===== src/rtl/seg_scan_if.sv =====
// Display data in and pin drive out for the seven-segment scan driver.
interface seg_scan_if #(
    parameter int unsigned NUM_DIGITS = 8
);
    logic [4*NUM_DIGITS-1:0] data;
    logic [NUM_DIGITS-1:0]   dp;
    logic [NUM_DIGITS-1:0]   digit_en;
    logic [NUM_DIGITS-1:0]   an_n;
    logic [6:0]              seg_n;
    logic                    dp_n;
    logic                    frame_sync;

    modport master (
        output data, dp, digit_en,
        input  an_n, seg_n, dp_n, frame_sync
    );

    modport slave (
        input  data, dp, digit_en,
        output an_n, seg_n, dp_n, frame_sync
    );
endinterface


===== src/rtl/seg_scan_driver.sv =====
// Multiplexed seven-segment scanner: one digit per divider rising edge,
// blanking gap between digits, display data latched once per frame.
module seg_scan_driver #(
    parameter int unsigned NUM_DIGITS = 8,
    parameter int unsigned BLANK_CYC  = 4
) (
    input  logic        clk,
    input  logic        rst,
    input  logic        tick_in,
    seg_scan_if.slave   bus
);
    localparam int unsigned IDX_W = (NUM_DIGITS > 1) ? $clog2(NUM_DIGITS) : 1;
    localparam int unsigned CNT_W = (BLANK_CYC > 1) ? $clog2(BLANK_CYC) : 1;
    localparam logic [CNT_W-1:0] CNT_MAX  = CNT_W'(BLANK_CYC - 1);
    localparam logic [IDX_W-1:0] IDX_LAST = IDX_W'(NUM_DIGITS - 1);

    typedef enum logic [1:0] {S_BLANK, S_SHOW, S_DARK} state_t;

    state_t                  r_state, w_state_nxt;
    logic [IDX_W-1:0]        r_idx, w_idx_nxt;
    logic [CNT_W-1:0]        r_cnt, w_cnt_nxt;
    logic [4*NUM_DIGITS-1:0] r_data, w_data_nxt;
    logic [NUM_DIGITS-1:0]   r_dp, w_dp_nxt;
    logic [NUM_DIGITS-1:0]   r_en, w_en_nxt;
    logic                    r_tick_d;
    logic                    r_fs, w_fs_nxt;
    logic [NUM_DIGITS-1:0]   r_an_n, w_an_nxt;
    logic [6:0]              r_seg_n, w_seg_nxt;
    logic                    r_dp_n, w_dpn_nxt;
    logic                    w_edge;
    logic                    w_found;
    logic [IDX_W-1:0]        w_above;
    logic [IDX_W-1:0]        w_low;

    function automatic logic [6:0] hex7(input logic [3:0] n);
        case (n)
            4'h0: hex7 = 7'h40;  4'h1: hex7 = 7'h79;
            4'h2: hex7 = 7'h24;  4'h3: hex7 = 7'h30;
            4'h4: hex7 = 7'h19;  4'h5: hex7 = 7'h12;
            4'h6: hex7 = 7'h02;  4'h7: hex7 = 7'h78;
            4'h8: hex7 = 7'h00;  4'h9: hex7 = 7'h10;
            4'hA: hex7 = 7'h08;  4'hB: hex7 = 7'h03;
            4'hC: hex7 = 7'h46;  4'hD: hex7 = 7'h21;
            4'hE: hex7 = 7'h06;  default: hex7 = 7'h0E;
        endcase
    endfunction

    assign w_edge = tick_in & ~r_tick_d;

    // Next state, plus the pin drive for that state so the outputs come straight from flops
    always_comb begin
        w_state_nxt = r_state;
        w_idx_nxt   = r_idx;
        w_cnt_nxt   = r_cnt;
        w_data_nxt  = r_data;
        w_dp_nxt    = r_dp;
        w_en_nxt    = r_en;
        w_fs_nxt    = 1'b0;
        w_found     = 1'b0;
        w_above     = '0;
        w_low       = '0;
        w_an_nxt    = '1;
        w_seg_nxt   = 7'h7F;
        w_dpn_nxt   = 1'b1;

        // Descending scan so the lowest qualifying bit is the one left standing
        for (int i = NUM_DIGITS - 1; i >= 0; i--) begin
            if (r_en[i] && (IDX_W'(i) > r_idx)) begin
                w_found = 1'b1;
                w_above = IDX_W'(i);
            end
            if (bus.digit_en[i]) begin
                w_low = IDX_W'(i);
            end
        end

        unique case (r_state)
            S_SHOW, S_DARK: begin
                if (w_edge) begin
                    w_state_nxt = S_BLANK;
                    w_cnt_nxt   = CNT_MAX;
                end
            end
            S_BLANK: begin
                if (r_cnt != '0) begin
                    w_cnt_nxt = r_cnt - CNT_W'(1);
                end else if (w_found) begin
                    w_idx_nxt   = w_above;
                    w_state_nxt = S_SHOW;
                end else begin
                    w_data_nxt = bus.data;
                    w_dp_nxt   = bus.dp;
                    w_en_nxt   = bus.digit_en;
                    if (bus.digit_en != '0) begin
                        w_idx_nxt   = w_low;
                        w_state_nxt = S_SHOW;
                        w_fs_nxt    = 1'b1;
                    end else begin
                        w_idx_nxt   = IDX_LAST;
                        w_state_nxt = S_DARK;
                    end
                end
            end
            default: begin
                w_state_nxt = S_BLANK;
                w_cnt_nxt   = CNT_MAX;
            end
        endcase

        if (w_state_nxt == S_SHOW) begin
            w_an_nxt[w_idx_nxt] = 1'b0;
            w_seg_nxt           = hex7(w_data_nxt[{w_idx_nxt, 2'b00} +: 4]);
            w_dpn_nxt           = ~w_dp_nxt[w_idx_nxt];
        end
    end

    always_ff @(posedge clk) begin
        if (rst) begin
            r_state  <= S_BLANK;
            r_idx    <= IDX_LAST;
            r_cnt    <= CNT_MAX;
            r_data   <= '0;
            r_dp     <= '0;
            r_en     <= '0;
            r_tick_d <= 1'b0;
            r_fs     <= 1'b0;
            r_an_n   <= '1;
            r_seg_n  <= 7'h7F;
            r_dp_n   <= 1'b1;
        end else begin
            r_state  <= w_state_nxt;
            r_idx    <= w_idx_nxt;
            r_cnt    <= w_cnt_nxt;
            r_data   <= w_data_nxt;
            r_dp     <= w_dp_nxt;
            r_en     <= w_en_nxt;
            r_tick_d <= tick_in;
            r_fs     <= w_fs_nxt;
            r_an_n   <= w_an_nxt;
            r_seg_n  <= w_seg_nxt;
            r_dp_n   <= w_dpn_nxt;
        end
    end

    assign bus.an_n       = r_an_n;
    assign bus.seg_n      = r_seg_n;
    assign bus.dp_n       = r_dp_n;
    assign bus.frame_sync = r_fs;
endmodule


===== src/flat_wrapper.sv =====
// flat-port wrapper written by rule: the top's interface ports become plain ports
module seg_scan_driver_flat 
#(
    parameter int unsigned NUM_DIGITS = 8,
    parameter int unsigned BLANK_CYC  = 4
)
  (clk, rst, tick_in, bus_data, bus_dp, bus_digit_en, bus_an_n, bus_seg_n, bus_dp_n, bus_frame_sync);
  seg_scan_if #(.NUM_DIGITS(NUM_DIGITS)) bus_i ();
  input  logic clk;
  input  logic rst;
  input  logic tick_in;
  input wire logic [$bits(bus_i.data)-1:0] bus_data;
  input wire logic [$bits(bus_i.dp)-1:0] bus_dp;
  input wire logic [$bits(bus_i.digit_en)-1:0] bus_digit_en;
  output wire logic [$bits(bus_i.an_n)-1:0] bus_an_n;
  output wire logic [$bits(bus_i.seg_n)-1:0] bus_seg_n;
  output wire logic [$bits(bus_i.dp_n)-1:0] bus_dp_n;
  output wire logic [$bits(bus_i.frame_sync)-1:0] bus_frame_sync;
  assign bus_i.data = bus_data;
  assign bus_i.dp = bus_dp;
  assign bus_i.digit_en = bus_digit_en;
  assign bus_an_n = bus_i.an_n;
  assign bus_seg_n = bus_i.seg_n;
  assign bus_dp_n = bus_i.dp_n;
  assign bus_frame_sync = bus_i.frame_sync;
  seg_scan_driver #(.NUM_DIGITS(NUM_DIGITS), .BLANK_CYC(BLANK_CYC)) u_core (.clk(clk), .rst(rst), .tick_in(tick_in), .bus(bus_i));
endmodule

===== config.mk =====
export PLATFORM = sky130hd
export DESIGN_NAME = seg_scan_driver_flat
export DESIGN_NICKNAME = d
export VERILOG_FILES = /design/src/rtl/seg_scan_if.sv /design/src/rtl/seg_scan_driver.sv /design/src/flat_wrapper.sv
export SDC_FILE = /design/constraint.sdc
export NUM_CORES = 1
export LEC_CHECK = 0
export BUFFER_PORTS_ARGS = -buffer_cell sky130_fd_sc_hd__buf_2
export CORE_MARGIN = 2
export CORE_UTILIZATION = 30
export DETAILED_ROUTE_END_ITERATION = 8
export PLACE_DENSITY = 0.55
export SETUP_SLACK_MARGIN = 0.05
export SLEW_MARGIN = 20
export SYNTH_ARGS = -nofsm -noshare
export SYNTH_HDL_FRONTEND = slang
export SYNTH_SLANG_ARGS = --single-unit
export TNS_END_PERCENT = 50

===== constraint.sdc =====
create_clock -name clk -period 8.4 [get_ports clk]
set_input_delay 0.84 -clock clk [delete_from_list [all_inputs] [get_ports clk]]
set_output_delay 0.84 -clock clk [all_outputs]
set_load 0.03 [all_outputs]

# Word level (Yosys, flattened, before mapping)
# Memories as Yosys holds them, arrays and structs flattened. A register that Yosys moved wholly into a read port is not among the register bits.
# Index checks and enable logic that the tools add are counted.
# totals
mem_bits_ro,112
out_inout_bits,17
mem_count,1
inputBits,51
word_cells,100
regBits,66
# memory_table
name,words,word_bits,rd,rd_ports_with_merged_regs,write_ports,line,rtl
(no name shown),16,7,1,1,0,seg_scan_driver.sv:36,case (n)
# op_classes
n_reduce_logical,17
mux,47
eq_ne,5
n_lt_le_gt_ge,10
add_sub_neg,1
n_shift,1
bitwise,8
# op_table
cell,n
$mux W32,3
$mux W3,20
$shiftx A32 B6 Y4,1
$mux W8,3
$gt A3 B3 Y1 const A,4
$mux W2,6
$mux W1,11
$logic_and A1 B1 Y1,9
$not A8 Y8,1
$pmux W2 S2,2
$reduce_bool A8 Y1,1
$gt A1 B3 Y1 const A,2
$gt A2 B3 Y1 const A,2
$not A1 Y1,6
$eq A2 B1 Y1 const B,2
$lt A3 B4 Y1 const B,1
$ne A2 B1 Y1 const B,2
$reduce_or A2 Y1,2
$reduce_or A4 Y1,1
$bmux W1 S3,1
$demux W1 S3,1
$ge A3 B1 Y1 const B,1
$reduce_and A3 Y1,1
$eq A2 B2 Y1 const B,1
other kinds (5),5

# Depth between registers and ports, before layout
# Gate-level depths: netlist (run 1).
# logic_depth
depth_word,18
mapped_depth,16

# Least setup slack after synthesis (run 1)
# No wires, ideal clock.
# synth_timing
path_kind,input -> register
from,in bus_digit_en[2]
to,"reg u_core.r_seg_n[3], in the netlist u_core.bus.seg_n[3]"
setup_slack_ns,4.978
setup_time_ns,0.069
path_buffers,1
required_ns,8.331
cell_stages,12
arrival_ns,3.353
path_cell_list,o31a_1 -> or3b_1 -> a22oi_2 -> buf_2 -> mux4_2 -> mux2i_1 -> mux2i_1 -> inv_1 -> ha_1 -> nor4_1 -> a211oi_1 -> o21ai_1
# synth_via
elab_chain_cells,8
elab_cells_between_ends,16
# synth_rtl
item,line,rtl
from (decl),flat_wrapper.sv:14,input wire logic [$bits(bus_i.digit_en)-1:0] bus_digit_en;
$mux W3 / $reduce_bool A8 Y1 (equally long branches),"seg_scan_driver.sv:72, seg_scan_driver.sv:94",
$mux W3 / $mux W2 (equally long branches),"seg_scan_driver.sv:72, seg_scan_driver.sv:94",
$mux W3 / $mux W2 (equally long branches),"seg_scan_driver.sv:72, seg_scan_driver.sv:87",
$mux W3 / $mux W2 (equally long branches),"seg_scan_driver.sv:94, seg_scan_driver.sv:85",
$mux W3 / $pmux W2 S2 (equally long branches),"seg_scan_driver.sv:87, seg_scan_driver.sv:77",
$mux W3 / $eq A2 B1 Y1 (equally long branches),"seg_scan_driver.sv:85, seg_scan_driver.sv:110",
$mux W3 / $not A1 Y1 (equally long branches),n/a,
$shiftx A32 B6 Y4 / $reduce_or A2 Y1 (equally long branches),n/a,
to (decl),seg_scan_driver.sv:28,"logic [6:0] r_seg_n, w_seg_nxt;"
# Parallel ways exist; a longest one is shown, timed or not.
# A chain may end at the register's enable or synchronous reset.

# Worst setup path in the final report (run 1)
# layout_timing
from,reg u_core.r_state[0]
to,"reg u_core.r_seg_n[3], in the netlist u_core.bus.seg_n[3]"
# layout_via
elab_chain_cells,6
elab_cells_between_ends,13
# layout_rtl
item,line,rtl
from (decl),seg_scan_driver.sv:19,"state_t r_state, w_state_nxt;"
from (signal assigned),seg_scan_driver.sv:131,r_state <= w_state_nxt;
"parallel branches: the longest is 6 deep, another holds $mux W32",n/a,
# Parallel ways; which one is timed is not known.

==> summary.txt, run 1 <==
Timing
  • Max-Slew Margin vs Limit: 0.304
  • Achievable Freq: 0.222 GHz
  • Final setup TNS: 0 ps
  • Final min period: 4500 ps
  • Slew Viols, Final: 0
  • # setup viols final: 0
  • Hold Vio Cnt, Final: 0
  • Final worst-path setup slack: 3900 ps
  • Fin crit share: 0.535
  • Unrepaired setup endpoints after global routing: no
  • Worst clock skew on the final layout: 4.43 ps
  • Measured slew at the worst slew-check pin: 1040 ps

Setup path
  • Maximum fanout along the worst path: 66
  • Kind of critical path: reg -> reg
  • Category of the worst setup path launch point: flip-flop
  • Critical-path top delay cell: sky130_fd_sc_hd__buf_4
  • Endpoint kind of the worst setup timing path: flip-flop
  • Critical path cell sequence: inv_1 -> ha_1 -> nand2_1 -> nor4_4 -> buf_4 -> nand2_1 -> nand2_2 -> mux2i_1 -> mux2i_1 -> inv_1 -> ha_1 -> nor4_1 -> a211oi_1 -> o21ai_1
  • Worst EP arrival: 4770 ps
  • Worst endpoint required time: 8680 ps
  • Crit-path max cell delay: 640 ps

CTS
  • Clock latency of the later-clocked register in the worst-skew pair: 340 ps
  • # H-tree levels: 3
  • Number of clock buffers inserted by TritonCTS: 9
  • Post-CTS Setup Bufs: 0
  • Buffers from clock root to sink, at most: 2
  • CTS tree: yes
  • Clock transition at the registers of the reported paths: 60 ps
  • Clock root buffer master: sky130_fd_sc_hd__clkbuf_16
  • Cts repair resizes: 0
  • Post-CTS Hold Fix Bufs: 0
  • CTS sink cnt: 72

Place
  • Placer's final routability congestion estimate: 0.835
  • Detailed placement HPWL: 7170 µm
  • Port Buffers: 67
  • Total cell area at the placement stage: 4280 µm²
  • Pre-CTS setup slack: 3900 ps

Global route
  • Vias in the first global route: 3250
  • Total grt overflow: 0
  • Global-route wire length before repair: 16500 µm
  • Number of antenna violations at the first check in global routing: 0
  • Maximum number of pins on one net before global-route repair: 67
  • Combined global-route utilization of all metal layers: 0.149

Run
  • Max-capacitance violation count: 0

Finish
  • Ant. Diodes: 0
  • Reg area: 1440 µm²
  • Area growth from synthesis to layout: 19.1%
  • Footprint of the multi-input gates: 2220 µm²
  • Final #Nets: 553
  • Number of fillers in the final layout: 1323
  • Layout cells sized above 1: 0.239
  • Final std cell area, no fill: 4600 µm²

Logic synthesis
  • Seq cells post-synth: 72
  • Number of enable-type register cells in the synthesized netlist: 0
  • Number of nets produced by synthesis: 500
  • Cell with the most instances after synthesis: sky130_fd_sc_hd__nand2_1
  • Average cell area after synthesis: 8.78 µm²
  • Top cells by area in the synthesized netlist: sky130_fd_sc_hd__dfxtp_1 (37%), sky130_fd_sc_hd__mux2i_1 (8.3%), sky130_fd_sc_hd__nand2_1 (8.0%)
  • Library cells used by synthesis: 71
  • Synth async-reset ratio: 0
  • Seq/Total Area, Yosys: 0.373
  • Mapped Area: 3860 µm²
  • Cell count after synthesis: 440
  • Commonest register cell after synthesis: sky130_fd_sc_hd__dfxtp_1
  • Total of warnings raised by yosys: 0
  • Most frequent cells after synthesis: sky130_fd_sc_hd__nand2_1 (82), sky130_fd_sc_hd__dfxtp_1 (72), sky130_fd_sc_hd__a21oi_1 (46), sky130_fd_sc_hd__mux2i_1 (32), sky130_fd_sc_hd__nor2_1 (24)
  • Area share of the leading cell type in the synthesized netlist: 0.373
  • Largest area contributor in the synthesized netlist: sky130_fd_sc_hd__dfxtp_1

Pwr
  • Power Density: 266 nW/µm²
  • Total Power: 1220 µW
  • VDD IR max: 0.104 mV
  • Leakage: 0.00174 µW

Floorplan
  • Placement Rows: 41
  • Effective utilization at floorplan: 0.306
  • Die width: 118 µm
  • Count of boundary I/O pins: 68
  • Die Area: 13800 µm²
  • Die height: 118 µm
  • Core region area: 12600 µm²

Detailed routing
  • 1st-pass router iterations: 4
  • Number of DRC markers after the initial detailed-route iteration: 175
  • DRC violations left: 0
  • Total number of vias: 3305
  • Number of vias per cell: 4.93
  • Routed wire per std cell: 15.0 µm
  • Post-Route WL: 10100 µm
  • Number of nets with antenna violations after routing: 0

Outcome
  • Result of the run: completed

Min path
  • Path class of the lowest-slack min-delay path: reg -> reg
==> routing by layer <==
layer	global-route usage	wire length, µm	vias up
li1	-	-	1681
met1	0.190	4800	1531
met2	0.236	4540	75
met3	0.0455	465	18
met4	0.0572	255	0
met5	0	0	-
==> sequential cells by signal, indices dropped and copies added (netlist names) <==
signal	cells
u_core.bus.seg_n	7
u_core.r_data	32
u_core.r_idx	3
u_core.bus.dp_n	1
u_core.bus.frame_sync	1
u_core.r_dp	8
u_core.r_cnt	2
u_core.r_state	2
u_core.r_en	7
u_core.r_tick_d	1
u_core.bus.an_n	8
==> cells in the final DEF (no fill, tap or decap), types with 3 or more instances in the layout <==
| cell type | netlist | routed |
|---|---|---|
| sky130_fd_sc_hd__a211oi_1 | 4 | 4 |
| sky130_fd_sc_hd__nor3_1 | 4 | 4 |
| sky130_fd_sc_hd__mux4_2 | 3 | 3 |
| sky130_fd_sc_hd__buf_2 | 6 | 67 |
| sky130_fd_sc_hd__nand2b_1 | 5 | 5 |
| sky130_fd_sc_hd__clkinv_4 | 0 | 3 |
| sky130_fd_sc_hd__a22oi_1 | 4 | 4 |
| sky130_fd_sc_hd__nor2_1 | 24 | 23 |
| sky130_fd_sc_hd__o21ai_0 | 11 | 11 |
| sky130_fd_sc_hd__a31oi_1 | 13 | 13 |
| sky130_fd_sc_hd__a21oi_1 | 46 | 46 |
| sky130_fd_sc_hd__ha_1 | 9 | 9 |
| sky130_fd_sc_hd__nand2_1 | 82 | 82 |
| sky130_fd_sc_hd__clkbuf_16 | 0 | 9 |
| sky130_fd_sc_hd__and2_1 | 8 | 8 |
| sky130_fd_sc_hd__nor4_1 | 5 | 5 |
| sky130_fd_sc_hd__nand3_1 | 8 | 8 |
| sky130_fd_sc_hd__dfxtp_1 | 72 | 72 |
| sky130_fd_sc_hd__o21ai_1 | 3 | 3 |
| sky130_fd_sc_hd__buf_4 | 4 | 3 |
| sky130_fd_sc_hd__inv_1 | 14 | 14 |
| sky130_fd_sc_hd__nor2b_1 | 3 | 3 |
| sky130_fd_sc_hd__mux2i_1 | 32 | 32 |
==> worst max-delay path: cells and delay by family, from the launching register on <==
kind,cells,cell delay (ps)
AOI/OAI and AO/OA,2,230
buffers and inverters,3,890
DFF,1,310
and+or+nand+nor,5,1770
adders and majority gates,2,570
muxes,2,630
==> per-stage QoR <==
step	util	hold slack [ps]	std cells
floorplan	-	432	440
global placement	0.339	439	654
detailed placement	0.339	447	654
CTS	0.365	455	670
global route	0.365	469	670
finish	0.365	453	670
==> cells by family (layout without fill, tap and decap cells) <==
| logic type | Yosys count | after routing | share of synthesized area |
|---|---|---|---|
| adders and majority gates | 9 | 9 | 0.0291 |
| DFF | 72 | 72 | 0.373 |
| AOI/OAI and AO/OA | 124 | 124 | 0.235 |
| and+or+nand+nor | 155 | 155 | 0.196 |
| muxes | 38 | 38 | 0.113 |
| buffers and inverters | 42 | 100 | 0.0544 |
==> cell type report <==
cell class	instances	area share
clock inverters	7	0.0209
repair buffers	70	0.0777
well taps	172	0.0467
clock buffers	9	0.0489
multi-input cells	326	0.481
inverters	14	0.0114
flip-flops and latches	72	0.313
==> power breakdown <==
part           internal (µW)  total, µW  switching, µW
Sequential               379        400           20.7
Combinational            161        415            254
Clock                    260        410            150
==> final timing paths <==
check	from	endpoint	slack, ps	cells after the start
worst max-delay path	u_core.r_state[0]$_SDFF_PP0_	u_core.bus.seg_n[3]$_SDFF_PP1_	3900	14
worst min-delay path	u_core.r_data[15]$_SDFF_PP0_	u_core.r_data[15]$_SDFF_PP0_	450	2
worst max register to register	u_core.r_state[0]$_SDFF_PP0_	u_core.bus.seg_n[3]$_SDFF_PP1_	3900	14
worst min register to register	u_core.r_data[15]$_SDFF_PP0_	u_core.r_data[15]$_SDFF_PP0_	450	2
(Power assumes the default switching activity.)
==> run 2: changes to the inputs <==
- PLACE_DENSITY: 0.55 -> 0.57
- clock period: 8.4 -> 4.1 ns (I/O delays scaled with it)
==> summary.txt, run 2 (synthesis results as in run 1) <==
Finish
  • Final #Nets: 560 (+1.3%)
  • Ant. Diodes: 0 (unchanged)
  • Commonest cells after routing, fill and taps aside: sky130_fd_sc_hd__nand2_1 (82), sky130_fd_sc_hd__dfxtp_1 (72), sky130_fd_sc_hd__buf_2 (67)
  • Register name with the most flops: u_core.r_data
  • Most common library cell in the layout ignoring fill and taps: sky130_fd_sc_hd__nand2_1
  • Layout cells sized above 1: 0.245 (+0.00558)
  • Area growth from synthesis to layout: 19.6%
  • Number of flip-flops in the largest register: 32 (unchanged)
  • Final std cells w/o fill: 675 (+0.75%)

Setup path
  • Critical-path top delay cell: sky130_fd_sc_hd__mux4_1
  • Crit-path max cell delay: 610 ps (-30 ps)
  • Endpoint kind of the worst setup timing path: flip-flop
  • Critical path cell sequence: and2b_1 -> o21a_4 -> nor4_4 -> buf_12 -> mux4_1 -> mux2i_1 -> mux2i_1 -> inv_1 -> ha_1 -> inv_1 -> nor4_1 -> a211oi_1 -> o21ai_1
  • Worst R2R Path Depth: 13 (-1)
  • Worst EP arrival: 4020 ps (-750 ps)
  • Kind of critical path: reg -> reg
  • Maximum fanout along the worst path: 45 (-32%)
  • Worst endpoint required time: 4370 ps (-4310 ps)
  • Cell family with most CP delay: multiplexers
  • Buffers and inverters on the worst path: 3 (unchanged)
  • Crit path depth: 13 (-1)
  • Category of the worst setup path launch point: flip-flop

Pwr
  • Internal power of the cells: 1580 µW (+98%)
  • Total Power: 2430 µW (+98%)
  • Power Density: 525 nW/µm² (+97%)
  • Sequential cell fraction of total power: 0.337 (+0.010)
  • VDD IR max: 0.305 mV (+190%)
  • Leakage: 0.00176 µW (+0.97%)
  • Switching pwr: 841 µW (+98%)
  • Switching Share: 0.347 (about the same)
  • Fraction of power consumed by combinational cells: 0.357 (+0.018)
  • Portion of total power attributed to the clock network: 0.306 (-0.029)

Global route
  • Combined global-route utilization of all metal layers: 0.147 (-0.00225)
  • Total grt overflow: 0 (unchanged)
  • Global-route wire length before repair: 16200 µm (-1.6%)
  • Vias in the first global route: 3175 (-2.3%)
  • Number of antenna violations at the first check in global routing: 0 (unchanged)
  • Maximum number of pins on one net before global-route repair: 57 (-15%)

Detailed routing
  • Post-Route WL: 9780 µm (-2.8%)
  • Total number of vias: 3340 (+1.1%)
  • Number of nets with antenna violations after routing: 0 (unchanged)
  • 1st-pass router iterations: 4 (unchanged)
  • Routed wire per std cell: 14.5 µm (-3.5%)
  • DRC violations left: 0 (unchanged)
  • Number of DRC markers after the initial detailed-route iteration: 154 (-12%)
  • Number of vias per cell: 4.95 (+0.31%)

Place
  • Detailed placement HPWL: 7260 µm (+1.2%)
  • Placer's final routability congestion estimate: 0.866 (+3.7%)
  • Total instance count after detailed placement: 661 (+1.1%)
  • Port Buffers: 67 (unchanged)
  • Pre-CTS setup slack: 385 ps (-3510 ps)

Timing
  • Measured slew at the worst slew-check pin: 579 ps (-465 ps)
  • Final Hold Slack: 314 ps (-139 ps)
  • Hold Vio Cnt, Final: 0 (unchanged)
  • Achievable Freq: 0.266 GHz (+20%)
  • # setup viols final: 0 (unchanged)
  • Worst clock skew on the final layout: 5.08 ps (+0.655 ps)
  • Max-Slew Margin vs Limit: 0.603 (+0.299)
  • Final worst-path setup slack: 347 ps (-3560 ps)
  • Unrepaired setup endpoints after global routing: no
  • Final min period: 3750 ps (-742 ps)
  • Fin crit share: 0.915 (+0.380)
  • Final setup TNS: 0 ps (unchanged)
  • Slew Viols, Final: 0 (unchanged)

CTS
  • # H-tree levels: 3 (unchanged)
  • Clock latency of the later-clocked register in the worst-skew pair: 340 ps (about the same)
  • Clock root buffer master: sky130_fd_sc_hd__clkbuf_16
  • CTS tree: yes
  • Number of clock buffers inserted by TritonCTS: 9 (unchanged)
  • Clock transition at the registers of the reported paths: 60 ps (about the same)
  • Cts repair resizes: 0 (unchanged)
  • Buffers from clock root to sink, at most: 2 (unchanged)
  • Post-CTS Setup Bufs: 0 (unchanged)
  • CTS sink cnt: 72 (unchanged)
  • Post-CTS Hold Fix Bufs: 0 (unchanged)

Floorplan
  • Die Area: 13800 µm² (unchanged)
  • Count of boundary I/O pins: 68 (unchanged)
  • Die height: 118 µm (unchanged)
  • Placement Rows: 41 (unchanged)
  • Effective utilization at floorplan: 0.306 (unchanged)
  • Core region area: 12600 µm² (unchanged)
  • Die width: 118 µm (unchanged)

Min path
  • Hold path depth: 3 (+1)
  • Path class of the lowest-slack min-delay path: in -> reg

Outcome
  • Result of the run: completed

Run
  • Max-capacitance violation count: 0 (unchanged)
run 2: cell count changes in the layout (fill, tap and decap cells not counted):
cell,change
sky130_fd_sc_hd__buf_12,+1
sky130_fd_sc_hd__buf_4,+6
sky130_fd_sc_hd__clkinv_2,+2
sky130_fd_sc_hd__clkinv_4,-3
sky130_fd_sc_hd__nor2_2,-1
sky130_fd_sc_hd__bufinv_16,-1
sky130_fd_sc_hd__nor2_1,+1
run 2: worst paths after layout:
check                                                 endpoint  slack (ps)                   startpoint
worst max-delay path            u_core.bus.seg_n[3]$_SDFF_PP1_         350   u_core.r_idx[2]$_SDFF_PP1_
worst min-delay path                u_core.r_tick_d$_SDFF_PP0_         310                      tick_in
worst max register to register  u_core.bus.seg_n[3]$_SDFF_PP1_         350   u_core.r_idx[2]$_SDFF_PP1_
worst min register to register     u_core.r_data[1]$_SDFF_PP0_         450  u_core.r_data[1]$_SDFF_PP0_
run 2: power by group through the flow:
stage                     Clock [µW]  Combinational (µW)  Sequential (µW)
after floorplan                    0                 654              850
after global placement             0                 862              831
after detailed placement           0                 869              834
after CTS                        759                 872              819
after global routing             788                 954              827
final                            741                 866              818
run 2: per-layer routing:
layer / part of all wire / GRT usage / vias to the layer above
li1: - / - / 1689
met1: 0.47 / 0.188 / 1556
met2: 0.45 / 0.233 / 79
met3: 0.047 / 0.0460 / 16
met5: 0 / 0 / -
met4: 0.026 / 0.0512 / 0
run 2: tightest hold or removal path, stage by stage:
cell	delay, ps
sky130_fd_sc_hd__buf_2	80
sky130_fd_sc_hd__inv_1	40
sky130_fd_sc_hd__nor2_1	80
run 2: per-stage QoR:
stage                     area (µm²)   util
after floorplan                 3860      -
after global placement          4350  0.344
after detailed placement        4350  0.344
after CTS                       4620  0.366
after global routing            4620  0.366
final                           4620  0.366
run 2: final cells by class:
class / count / area (µm²)
inverter: 14 / 52.6
multi-input combinational: 326 / 2210
fill: 1332 / 8000
clock inverter: 5 / 50.0
tap: 172 / 215
sequential: 72 / 1440
timing repair buffer: 77 / 423
clock buffer: 9 / 225
